### src/rtl/pedestrian_request_conditioner_pkg.sv
`default_nettype none
// ============================================================================
// Module   : pedestrian_request_conditioner_pkg
// Brief    : Shared state encoding, defaults and counter helpers for the
//            pedestrian request conditioner.
// Revision : 1.0 - initial release
// ============================================================================
package pedestrian_request_conditioner_pkg;

    localparam int unsigned      C_CNT_W        = 8;
    localparam logic [C_CNT_W-1:0] C_DEF_DEBOUNCE = 8'd3;
    localparam logic [C_CNT_W-1:0] C_DEF_COOLDOWN = 8'd4;
    localparam logic [C_CNT_W-1:0] C_CNT_MAX      = 8'hFF;

    typedef enum logic [1:0] {
        ST_IDLE     = 2'd0,
        ST_PENDING  = 2'd1,
        ST_COOLDOWN = 2'd2
    } req_state_e;

    function automatic logic [C_CNT_W-1:0] sat_inc(input logic [C_CNT_W-1:0] v);
        return (v == C_CNT_MAX) ? v : v + 8'd1;
    endfunction

endpackage
`default_nettype wire

### src/rtl/pedestrian_request_conditioner_debounce_filter.sv
`default_nettype none
// ============================================================================
// Module   : debounce_filter
// Brief    : Two-flop synchroniser followed by a consecutive-cycle debounce
//            filter for the raw pedestrian button.
// Revision : 1.0 - initial release
// ============================================================================
module debounce_filter
    import pedestrian_request_conditioner_pkg::*;
#(
    parameter logic [C_CNT_W-1:0] DEBOUNCE = C_DEF_DEBOUNCE
) (
    input  logic clk,
    input  logic rst,
    input  logic din,
    output logic dout
);

    logic               s1_q;
    logic               s2_q;
    logic               db_q;
    logic [C_CNT_W-1:0] dcnt_q;

    // The filtered level only flips after s2 has disagreed with it for
    // DEBOUNCE consecutive cycles; any agreement restarts the count.
    always_ff @(posedge clk) begin
        if (rst) begin
            s1_q   <= 1'b0;
            s2_q   <= 1'b0;
            db_q   <= 1'b0;
            dcnt_q <= '0;
        end else begin
            s1_q <= din;
            s2_q <= s1_q;
            if (s2_q == db_q) begin
                dcnt_q <= '0;
            end else if (dcnt_q == DEBOUNCE - 8'd1) begin
                db_q   <= s2_q;
                dcnt_q <= '0;
            end else begin
                dcnt_q <= dcnt_q + 8'd1;
            end
        end
    end

    assign dout = db_q;

endmodule
`default_nettype wire

### src/rtl/pedestrian_request_conditioner.sv
`default_nettype none
// ============================================================================
// Module   : pedestrian_request_conditioner
// Brief    : Turns the bouncing pedestrian button into a held request level
//            for the light controller, with post-acknowledge cooldown.
// Revision : 1.0 - initial release
// ============================================================================
module pedestrian_request_conditioner
    import pedestrian_request_conditioner_pkg::*;
#(
    parameter logic [C_CNT_W-1:0] DEBOUNCE = C_DEF_DEBOUNCE,
    parameter logic [C_CNT_W-1:0] COOLDOWN = C_DEF_COOLDOWN
) (
    input  logic               clk,
    input  logic               rst,
    input  logic               bt_raw,
    input  logic               ack,
    output logic               bt,
    output logic               busy,
    output logic [C_CNT_W-1:0] press_cnt
);

    logic               db;
    logic               db_d_q;
    logic               rise;
    req_state_e         state_q;
    req_state_e         state_d;
    logic [C_CNT_W-1:0] ccnt_q;
    logic [C_CNT_W-1:0] ccnt_d;
    logic [C_CNT_W-1:0] pcnt_q;
    logic [C_CNT_W-1:0] pcnt_d;

    debounce_filter #(
        .DEBOUNCE (DEBOUNCE)
    ) u_debounce (
        .clk  (clk),
        .rst  (rst),
        .din  (bt_raw),
        .dout (db)
    );

    assign rise = db & ~db_d_q;

    always_ff @(posedge clk) begin
        if (rst) begin
            db_d_q  <= 1'b0;
            state_q <= ST_IDLE;
            ccnt_q  <= '0;
            pcnt_q  <= '0;
        end else begin
            db_d_q  <= db;
            state_q <= state_d;
            ccnt_q  <= ccnt_d;
            pcnt_q  <= pcnt_d;
        end
    end

    // A rise outside IDLE is never counted: it is merged while PENDING and
    // dropped while COOLDOWN, so a held button needs a fresh edge afterwards.
    always_comb begin
        state_d = state_q;
        ccnt_d  = ccnt_q;
        pcnt_d  = pcnt_q;
        case (state_q)
            ST_IDLE: begin
                if (rise) begin
                    state_d = ST_PENDING;
                    pcnt_d  = sat_inc(pcnt_q);
                end
            end
            ST_PENDING: begin
                if (ack) begin
                    if (COOLDOWN == '0) begin
                        state_d = ST_IDLE;
                    end else begin
                        state_d = ST_COOLDOWN;
                        ccnt_d  = COOLDOWN - 8'd1;
                    end
                end
            end
            ST_COOLDOWN: begin
                if (ccnt_q == '0) begin
                    state_d = ST_IDLE;
                end else begin
                    ccnt_d = ccnt_q - 8'd1;
                end
            end
            default: begin
                state_d = ST_IDLE;
            end
        endcase
    end

    assign bt        = (state_q == ST_PENDING);
    assign busy      = (state_q == ST_COOLDOWN);
    assign press_cnt = pcnt_q;

endmodule
`default_nettype wire
### config.mk
export PLATFORM = sky130hd
export DESIGN_NAME = pedestrian_request_conditioner
export DESIGN_NICKNAME = d
export VERILOG_FILES = /design/src/rtl/pedestrian_request_conditioner_pkg.sv /design/src/rtl/pedestrian_request_conditioner_debounce_filter.sv /design/src/rtl/pedestrian_request_conditioner.sv
export SDC_FILE = /design/constraint.sdc
export NUM_CORES = 1
export LEC_CHECK = 0
export ABC_AREA = 1
export CAP_MARGIN = 10
export CORE_MARGIN = 4
export CORE_UTILIZATION = 50
export DETAILED_ROUTE_END_ITERATION = 8
export PLACE_DENSITY = 0.82
export SETUP_SLACK_MARGIN = 0.4
export SYNTH_ARGS = -nofsm -noshare
export SYNTH_HDL_FRONTEND = slang
export SYNTH_SLANG_ARGS = --single-unit
export TNS_END_PERCENT = 10
### constraint.sdc
create_clock -name clk -period 1.4 [get_ports clk]
set_clock_uncertainty 0.15 [all_clocks]
set_input_delay 0.14 -clock clk [delete_from_list [all_inputs] [get_ports clk]]
set_output_delay 0.14 -clock clk [all_outputs]
set_load 0.1 [all_outputs]
Word level (Yosys, flattened, before mapping). Index checks and enable logic that the tools add are counted.

Reduce and logical (&&, ||, !) cells: 8. Shift operators: 0. $lt $le $gt $ge: 0. Multiplexer cells: 7. Div/mod/pow operators: 0. Bitwise operators: 4. Multipliers: 0. Eq/ne operators: 9. $add $sub $neg: 3.

Operators with widths (number): adder 8 x 1 -> 8 bit (second input constant) (2); two-way mux 8 bit (2); case mux 8 bit (2 select lines) (1); AND reduction 3 bit (3); equality test 8 x 2 -> 1 bit (second input constant) (1); equality test 8 bit (second input constant) (1); zero test 8 bit (1); subtractor 8 x 1 -> 8 bit (second input constant) (1); two-way mux 2 bit (3); != test 2 bit (second input constant) (3); case mux 2 bit (3 select lines) (1); NOT 1 bit (3); OR reduction 3 bit (1); equality test 2 x 1 -> 1 bit (second input constant) (1); equality test 2 bit (second input constant) (1); zero test 2 bit (1); != test 2 x 1 -> 1 bit (second input constant) (1); AND reduction 2 bit (1); nonzero test 2 bit (1); AND 1 bit (1); equality test 1 bit (1).

Memories: 0. Word-level logic and storage cells: 39. Flip-flop bits (word level): 30. RAM bits: 0. Output and inout port bits: 10. Memory bits (read-only): 0. Input bits: 4. Bits in latches: 0.

Logic depth before layout (Yosys ltp). Gate-level depths: netlist of run 1.

Depth after elaboration: 4. Depth in mapped cells: 10. Mapped depth without buffers: 10.

Cells and area by module. From an unflattened synthesis of run 1, not the netlist that was laid out.

Cell total of the unflattened synthesis: 238. Area, all modules: 1604.0 um2.

By module, submodules not included: pedestrian_request_conditioner (times used 1, seq. area each 380.4 um2, area each 1078.5 um2, cells an instance 159); debounce_filter (times used 1, seq. area each 220.2 um2, area each 525.5 um2, cells an instance 79).

Least setup slack after synthesis of run 1. OpenSTA, ideal clock, no wires.

Path kind: register to register. From: register pcnt_q[0] (netlist: press_cnt[0]). To: register pcnt_q[5] (netlist: press_cnt[5]). Cell stages (with the launch flop): 11. Setup slack: -914 ps. Arrival time: 2038 ps. Path through: dfxtp_1 > ha_1 > nand2_1 > inv_1 > nand2_2 > o21ai_4 > inv_4 > nand2_1 > nand2_1 > nand2_1 > nor2_2.

Longest elaborated chain between the ends: 3.

RTL lines: start: declaration (RTL line pedestrian_request_conditioner.sv:30) `logic [C_CNT_W-1:0] pcnt_q;`; start signal: assignment (RTL line pedestrian_request_conditioner.sv:54) `pcnt_q <= pcnt_d;`; parallel branches: the longest is 3 deep, another holds adder 8 x 1 -> 8 bit.

Parallel ways; which one is timed is not known. A chain may end at the register's enable or synchronous reset.

Worst setup path in the final report of run 1.
From: register pcnt_q[1] (netlist: press_cnt[1]). To: register pcnt_q[7] (netlist: press_cnt[7]).

Same word-level chain as after synthesis.

==> metrics.txt, run 1 <==
final setup margin=-0.153 ns; Syn. warnings=0; Slowest-stage cell, CP=dfxtp_4; Overall Power=0.00170 W; worst slew pin tran=0.265 ns; Fin Setup TNS=-1.56 ns; # DRC=0; Leak=1.03 nW; Top delay family on crit path=simple AND/OR/NAND/NOR gates; initial detailed-routing violation count=145; Hold Path Depth=3; post-layout util=0.854; Seq/Total Area, Yosys=0.394; Die X=63.2 um; WL met2=2.44 mm; H-Tree Depth=2; Starting Density=0.539; startpoint types=flip-flop; clock slew at reported path FFs=0.10 ns; Max Used Layer=met4; compound-gate portion of the synthesized area=0.107; CP Cell Sequence=buf_4, nand3_1, nor2_2, nand4_1, nand2_1, nand2_1, a21oi_1; num ports=14; post-synthesis simple-gate area fraction=0.341; clk buf depth=2; Final Hold Fails=0; Via Count=1621; failing checks=setup timing; Worst Path Required=1.53 ns; initial antenna violation count=0; remaining global-route overflow=0; WHS=0.157 ns; CTS tree=built; xor/xnor cell area share of the yosys netlist=0.0460; Hold Path Class=in2reg; GRT Util Overall=0.227; Slowest Stage Delay on Critical Path=0.37 ns; Endpoint, Worst Hold=u_debounce.s1_q; most frequently used cell type in the post-synthesis netlist=nand2_1; Post-Synth Adder-Cell Area=0.0411; Synth Net Count=214; library cells used by synthesis=27; nets@finish=270; Syn-to-layout area delta=58.5%; Core Area=2830 um^2; Routed Antenna Nets=0; total of max-cap violations=0; TritonCTS Buffers=5; Reg2Reg Setup Slack=-0.15 ns; iteration count of the initial detailed-routing pass=4; Post-synth top cells=nand2_1 (40), dfxtp_1 (30), nor2_1 (28); DRT Wirelength=4.93 mm; Final min period=1.55 ns; largest family of logic cells by synthesized area=simple AND/OR/NAND/NOR gates; vias in the first global route=1555; outcome=complete, but fails checks; Diodes inserted=0; largest net degree at the start of global routing=19; EDFF count, synth=0; final cycle utilization of the critical path=1.11; cell area after synthesis=1520 um^2; top_reg_cell synth=dfxtp_1; layout cells sized above 1=0.469; Synth top area share=0.394; M1 WL=1.95 mm; post-DP HPWL=2.49 mm; CP Capture Type=flip-flop; Synth Instances=205; Synth area leaders=dfxtp_1 (39%), nand2_1 (9.9%), nor2_1 (6.9%), a21oi_1 (6.2%), inv_1 (5.7%); asr flop ratio synth=0; kind of critical path=reg2reg; worst skew pair latency=0.35 ns; RSZ-0062 raised after global routing=yes; worst reg-to-reg path cell count=7; Clock Tree Root=clkbuf_4; PwrDens=706 nW/um^2; Buf+Inv Stages, Crit Path=1; Max Slew Vio Count=0; FP Rows=19; port buffer count=13; critical path arrival=1.68 ns; global-route wire length before repair=7.07 mm; Final Setup Violations=21; Yosys reg bits=30; max frequency=644 MHz; routed len/inst=16.8 um; leading area contributor after synthesis=dfxtp_1; reg2reg start=press_cnt[1]; syn avg cell area=7.43 um^2; RR Endpoint=press_cnt[7]; Post-CTS Hold Fix Bufs=0; Crit Path Max Fanout=4; Routed met3 length=290 um; Place WS=-0.162 ns; CP most frequent cell=nand2_1; Die Y-Extent=63.2 um; Via density=5.53; Hold Crit Start=bt_raw; CTS sink count=30; worst relative slew slack=0.823; Die ar.=3990 um^2; VDD IR max=0.688 mV; GP Congestion=0.939; post-synthesis mux area share=0
## cell type report
type,count,area [um^2]
inverter,26,105
tap,31,38.8
timing repair buffer,51,566
sequential,30,644
fill,132,414
multi-input combinational,147,960
clock buffer,8,101
## per-stage QoR
stage,instances,area [um^2]
3_5_place_dp,282,2100
2_1_floorplan,205,1570
5_1_grt,293,2410
4_1_cts,292,2320
3_3_place_gp,282,2100
6_report,293,2410
## worst max-delay path by stage
stage / startpoint / endpoint / slack [ns] / depth (start not counted)
floorplan: press_cnt[1] / press_cnt[5] / -0.29 / 10
global placement: rst / u_debounce.dcnt_q[5] / -0.10 / 6
detailed placement: rst / u_debounce.dcnt_q[5] / -0.16 / 6
CTS: press_cnt[1] / press_cnt[6] / -0.10 / 8
global route: press_cnt[0] / press_cnt[7] / -0.24 / 7
finish: press_cnt[1] / press_cnt[7] / -0.15 / 7
## worst reg2reg max path: stages, from the launching register on
cell and delay, ns:
dfxtp_4 0.37, buf_4 0.13, nand3_1 0.17, nor2_2 0.26
nand4_1 0.14, nand2_1 0.09, nand2_1 0.06, a21oi_1 0.12
## flip-flops by register name (all words and copies together), names as in the netlist
signal / count
state_q: 2
u_debounce.s1_q: 1
u_debounce.s2_q: 1
u_debounce.dcnt_q: 8
db_d_q: 1
ccnt_q: 8
press_cnt: 8
u_debounce.dout: 1
## cell families (layout without fill, tap and decap cells)
group,count (synthesis),count (layout)
AOI/OAI and AO/OA,29,29
xor gates and xnor gates,8,8
adders and majority gates,5,5
buffers and inverters,28,85
DFF,30,30
and+or+nand+nor,105,105
## repair_timing
action / CTS / global route
gates resized for setup: 35 / 26
buffers inserted: 2 / 1
setup endpoints to repair: 37 / 37
endpoints found under the hold margin: 0 / 0
pin swaps: 15 / 19
## report_power, final
part,internal (W),switching [W]
clock,0.000461,0.000338
sequential,0.000841,0.00000454
combinational,0.0000248,0.0000358
## layer usage
metal  GRT usage  vias up
met5           0        -
met4       0.111        0
met3      0.0639       25
met2       0.395       77
met1       0.253      749
li1            -      770
## layout by cell type, fill, tap and decap left out, types with 2 or more instances in the layout
| cell | instances |
|---|---|
| a21oi_1 | 15 |
| a21oi_2 | 4 |
| buf_12 | 11 |
| buf_4 | 27 |
| buf_6 | 10 |
| clkbuf_16 | 2 |
| clkbuf_4 | 5 |
| clkdlybuf4s50_1 | 3 |
| dfxtp_1 | 13 |
| dfxtp_2 | 8 |
| dfxtp_4 | 9 |
| ha_4 | 3 |
| inv_1 | 15 |
| inv_2 | 8 |
| inv_4 | 3 |
| nand2_1 | 34 |
| nand2_2 | 6 |
| nand2_4 | 3 |
| nand3_1 | 12 |
| nand4_1 | 5 |
| nor2_1 | 24 |
| nor2_2 | 5 |
| nor2_4 | 5 |
| nor2_8 | 2 |
| nor3_1 | 2 |
| o21ai_0 | 4 |
| o21ai_1 | 2 |
| o21ai_2 | 2 |
| or2_4 | 2 |
| xor2_1 | 6 |
No activity file was read; power rests on OpenSTA's default activity.
==> inputs of run 2 (changes only) <==
--- a/config.mk
+++ b/config.mk
@@ -12,6 +12,7 @@
 export DETAILED_ROUTE_END_ITERATION = 8
 export PLACE_DENSITY = 0.82
 export SETUP_SLACK_MARGIN = 0.4
+export SLEW_MARGIN = 20
 export SYNTH_ARGS = -nofsm -noshare
 export SYNTH_HDL_FRONTEND = slang
 export SYNTH_SLANG_ARGS = --single-unit
==> results of run 2 <==
No change in the layout: final DEF, timing and power equal those of run 1.
==> inputs of run 3 (changes only) <==
--- a/config.mk
+++ b/config.mk
@@ -12,7 +12,7 @@
 export DETAILED_ROUTE_END_ITERATION = 8
 export PLACE_DENSITY = 0.82
 export SETUP_SLACK_MARGIN = 0.4
-export SLEW_MARGIN = 20
+export SLEW_MARGIN = 10
 export SYNTH_ARGS = -nofsm -noshare
 export SYNTH_HDL_FRONTEND = slang
 export SYNTH_SLANG_ARGS = --single-unit
==> results of run 3 <==
No change in the layout: final DEF, timing and power equal those of run 1.
==> patch, RTL diff (config.mk and constraints of run 1) <==
Register the output `press_cnt` once more, with the module's reset; this adds one clock of latency there. The other outputs are not delayed to match.
--- a/src/rtl/pedestrian_request_conditioner.sv
+++ b/src/rtl/pedestrian_request_conditioner.sv
@@ -93,7 +93,13 @@
 
     assign bt        = (state_q == ST_PENDING);
     assign busy      = (state_q == ST_COOLDOWN);
-    assign press_cnt = pcnt_q;
+    always_ff @(posedge clk) begin
+        if (rst) begin
+            press_cnt <= '0;
+        end else begin
+            press_cnt <= pcnt_q;
+        end
+    end
 
 endmodule
 `default_nettype wire
Formal check against the unedited RTL: not equivalent (Yosys sat finds a counterexample within 10 cycles, from zero or initial values and one cycle with rst high).
==> patch against run 1 <==
First-iteration DRC count up 2.1%; critical path depth decreased by 2; final cell count increased by 10%; wire length is 6.4% lower; the flow still finishes with violations (negative setup slack); final area is 4.0% higher; clock power decreased by 24%; largest cell class unchanged; sequential cell count grew 8; synthesized area is 9.9% higher; total power up 2.9%; worst setup slack gained 45 ps.
==> patch: results (changes against run 1) <==
| Metric | Value |
|---|---|
| Iteration-0 DRC Markers | 148 (was 145) |
| GRT Total Usage | 0.239 (was 0.227) |
| Outcome | complete, but fails checks (unchanged) |
| Final setup margin | -108 ps (was -153 ps) |
| Failing checks | negative setup slack (unchanged) |
| DP HPWL | 2.65 mm (was 2.49 mm) |
| Clock-pin slew on the worst setup and hold paths | 120 ps (was 100 ps) |
| Worst R2R Setup Slack | -70 ps (was -150 ps) |
| Post-synth top cells | nand2_1, dfxtp_1, nor2_1 (unchanged) |
| CTS Root Cell | clkbuf_4 (unchanged) |
| CP arrival | 1220 ps (was 1680 ps) |
| Ranking of synthesized cells by area | dfxtp_1, nand2_1, nor2_1, inv_1, a21oi_1 (was dfxtp_1, nand2_1, nor2_1, a21oi_1, inv_1) |
| Global-route wire length before repair | 7.72 mm (was 7.07 mm) |
| Setup TNS | -869 ps (was -1560 ps) |
| Final Wtd Congestion | 0.885 (was 0.939) |
| Pin count of the biggest net entering global routing | 24 (was 19) |
| Worst r2r src | pcnt_q[0] (was press_cnt[1]) |
| P_leak | 1.08 nW (was 1.03 nW) |
| DR vias/cell | 5.15 (was 5.53) |
| Critical R2R Capture | pcnt_q[3] (was press_cnt[7]) |
| Vias in the first global route | 1,713 (was 1,555) |
| Final #Nets | 287 (was 270) |
| FILL cells | 181 (was 132) |
| Worst-Margin Slew | 269 ps (was 265 ps) |
| Finish-stage setup viols | 18 (was 21) |
| Post-synth net total | 237 (was 214) |
| Cell variety after synth | 21 (was 27) |
| Synth warn | 0 (unchanged) |
| Crit Path Max Fanout | 2 (was 4) |
| FF-to-FF path depth | 8 (was 7) |
| Share of layout cells above drive strength 1 | 0.423 (was 0.469) |
| Routed wire length | 4.61 mm (was 4.93 mm) |
==> patch: changes by cell type in the layout (fill, tap and decap cells not counted), moves of 3 or more <==
cell            run 1  this run
dfxtp_1            13        16
inv_1              15        27
dfxtp_2             8        19
inv_2               8         5
nor2_1             24        28
buf_6              10         6
dfxtp_4             9         3
==> patch: worst max-delay path by stage <==
stage | startpoint | to | slack [ps] | cells past startpoint
2_1_floorplan | state_q[1] | ccnt_q[7] | -230 | 7
3_3_place_gp | rst | u_debounce.dcnt_q[5] | -80 | 6
3_5_place_dp | ccnt_q[1] | ccnt_q[7] | -170 | 9
4_1_cts | pcnt_q[1] | pcnt_q[0] | -110 | 8
5_1_grt | pcnt_q[0] | pcnt_q[6] | -180 | 8
6_report | state_q[1] | busy | -110 | 5
==> patch: per-layer routing <==
| layer | vias to the layer above | share of wire | global-route usage |
|---|---|---|---|
| li1 | 824 | - | - |
| met1 | 779 | 0.40 | 0.247 |
| met2 | 46 | 0.52 | 0.433 |
| met3 | 13 | 0.050 | 0.0731 |
| met4 | 0 | 0.029 | 0.117 |
| met5 | - | 0 | 0 |
==> patch: stage by stage <==
step	cell area [um^2]	hold WS [ps]	instances	util	setup slack (ps)
after floorplan	1680	59.1	228	-	-228
after global placement	2180	239	312	0.696	-80.9
after detailed placement	2180	248	312	0.696	-166
after CTS	2450	128	323	0.783	-114
after global routing	2510	154	323	0.803	-184
final	2510	141	323	0.803	-108
==> patch: layout make-up <==
class	instances	area (um^2)	share of cell area
tap	44	55.1	0.0219
multi-input combinational	153	968	0.385
clock inverter	1	5.00	0.00199
timing repair buffer	46	500	0.199
inverter	34	133	0.0528
sequential	38	796	0.317
clock buffer	7	55.1	0.0219
==> patch: logic make-up (layout without fill, tap and decap cells) <==
group | count (synthesis) | count (layout) | share of synthesized area
XOR/XNOR | 6 | 6 | 0.0314
AND/OR/NAND/NOR | 110 | 110 | 0.291
buffers and inverters | 37 | 88 | 0.0874
adder cells (fa/ha/maj) | 5 | 5 | 0.0373
AO/OA/AOI/OAI | 32 | 32 | 0.0993
flip-flops | 38 | 38 | 0.454
==> patch: timing repair <==
action	CTS	global route
resized for setup	65	22
pin swaps	31	6
setup endpoints to repair	37	37
setup buffers	3	0
==> patch: power by group <==
group	internal, W	switching (W)
sequential	0.00108	0.00000447
combinational	0.0000256	0.0000372
clock	0.000243	0.000364
total	0.00135	0.000406
==> patch: critical path, stage by stage, from the launching register on <==
cell and delay [ps]:
dfxtp_2 370, buf_6 100, inv_4 40, nor2_4 80, buf_6 110, buf_12 160
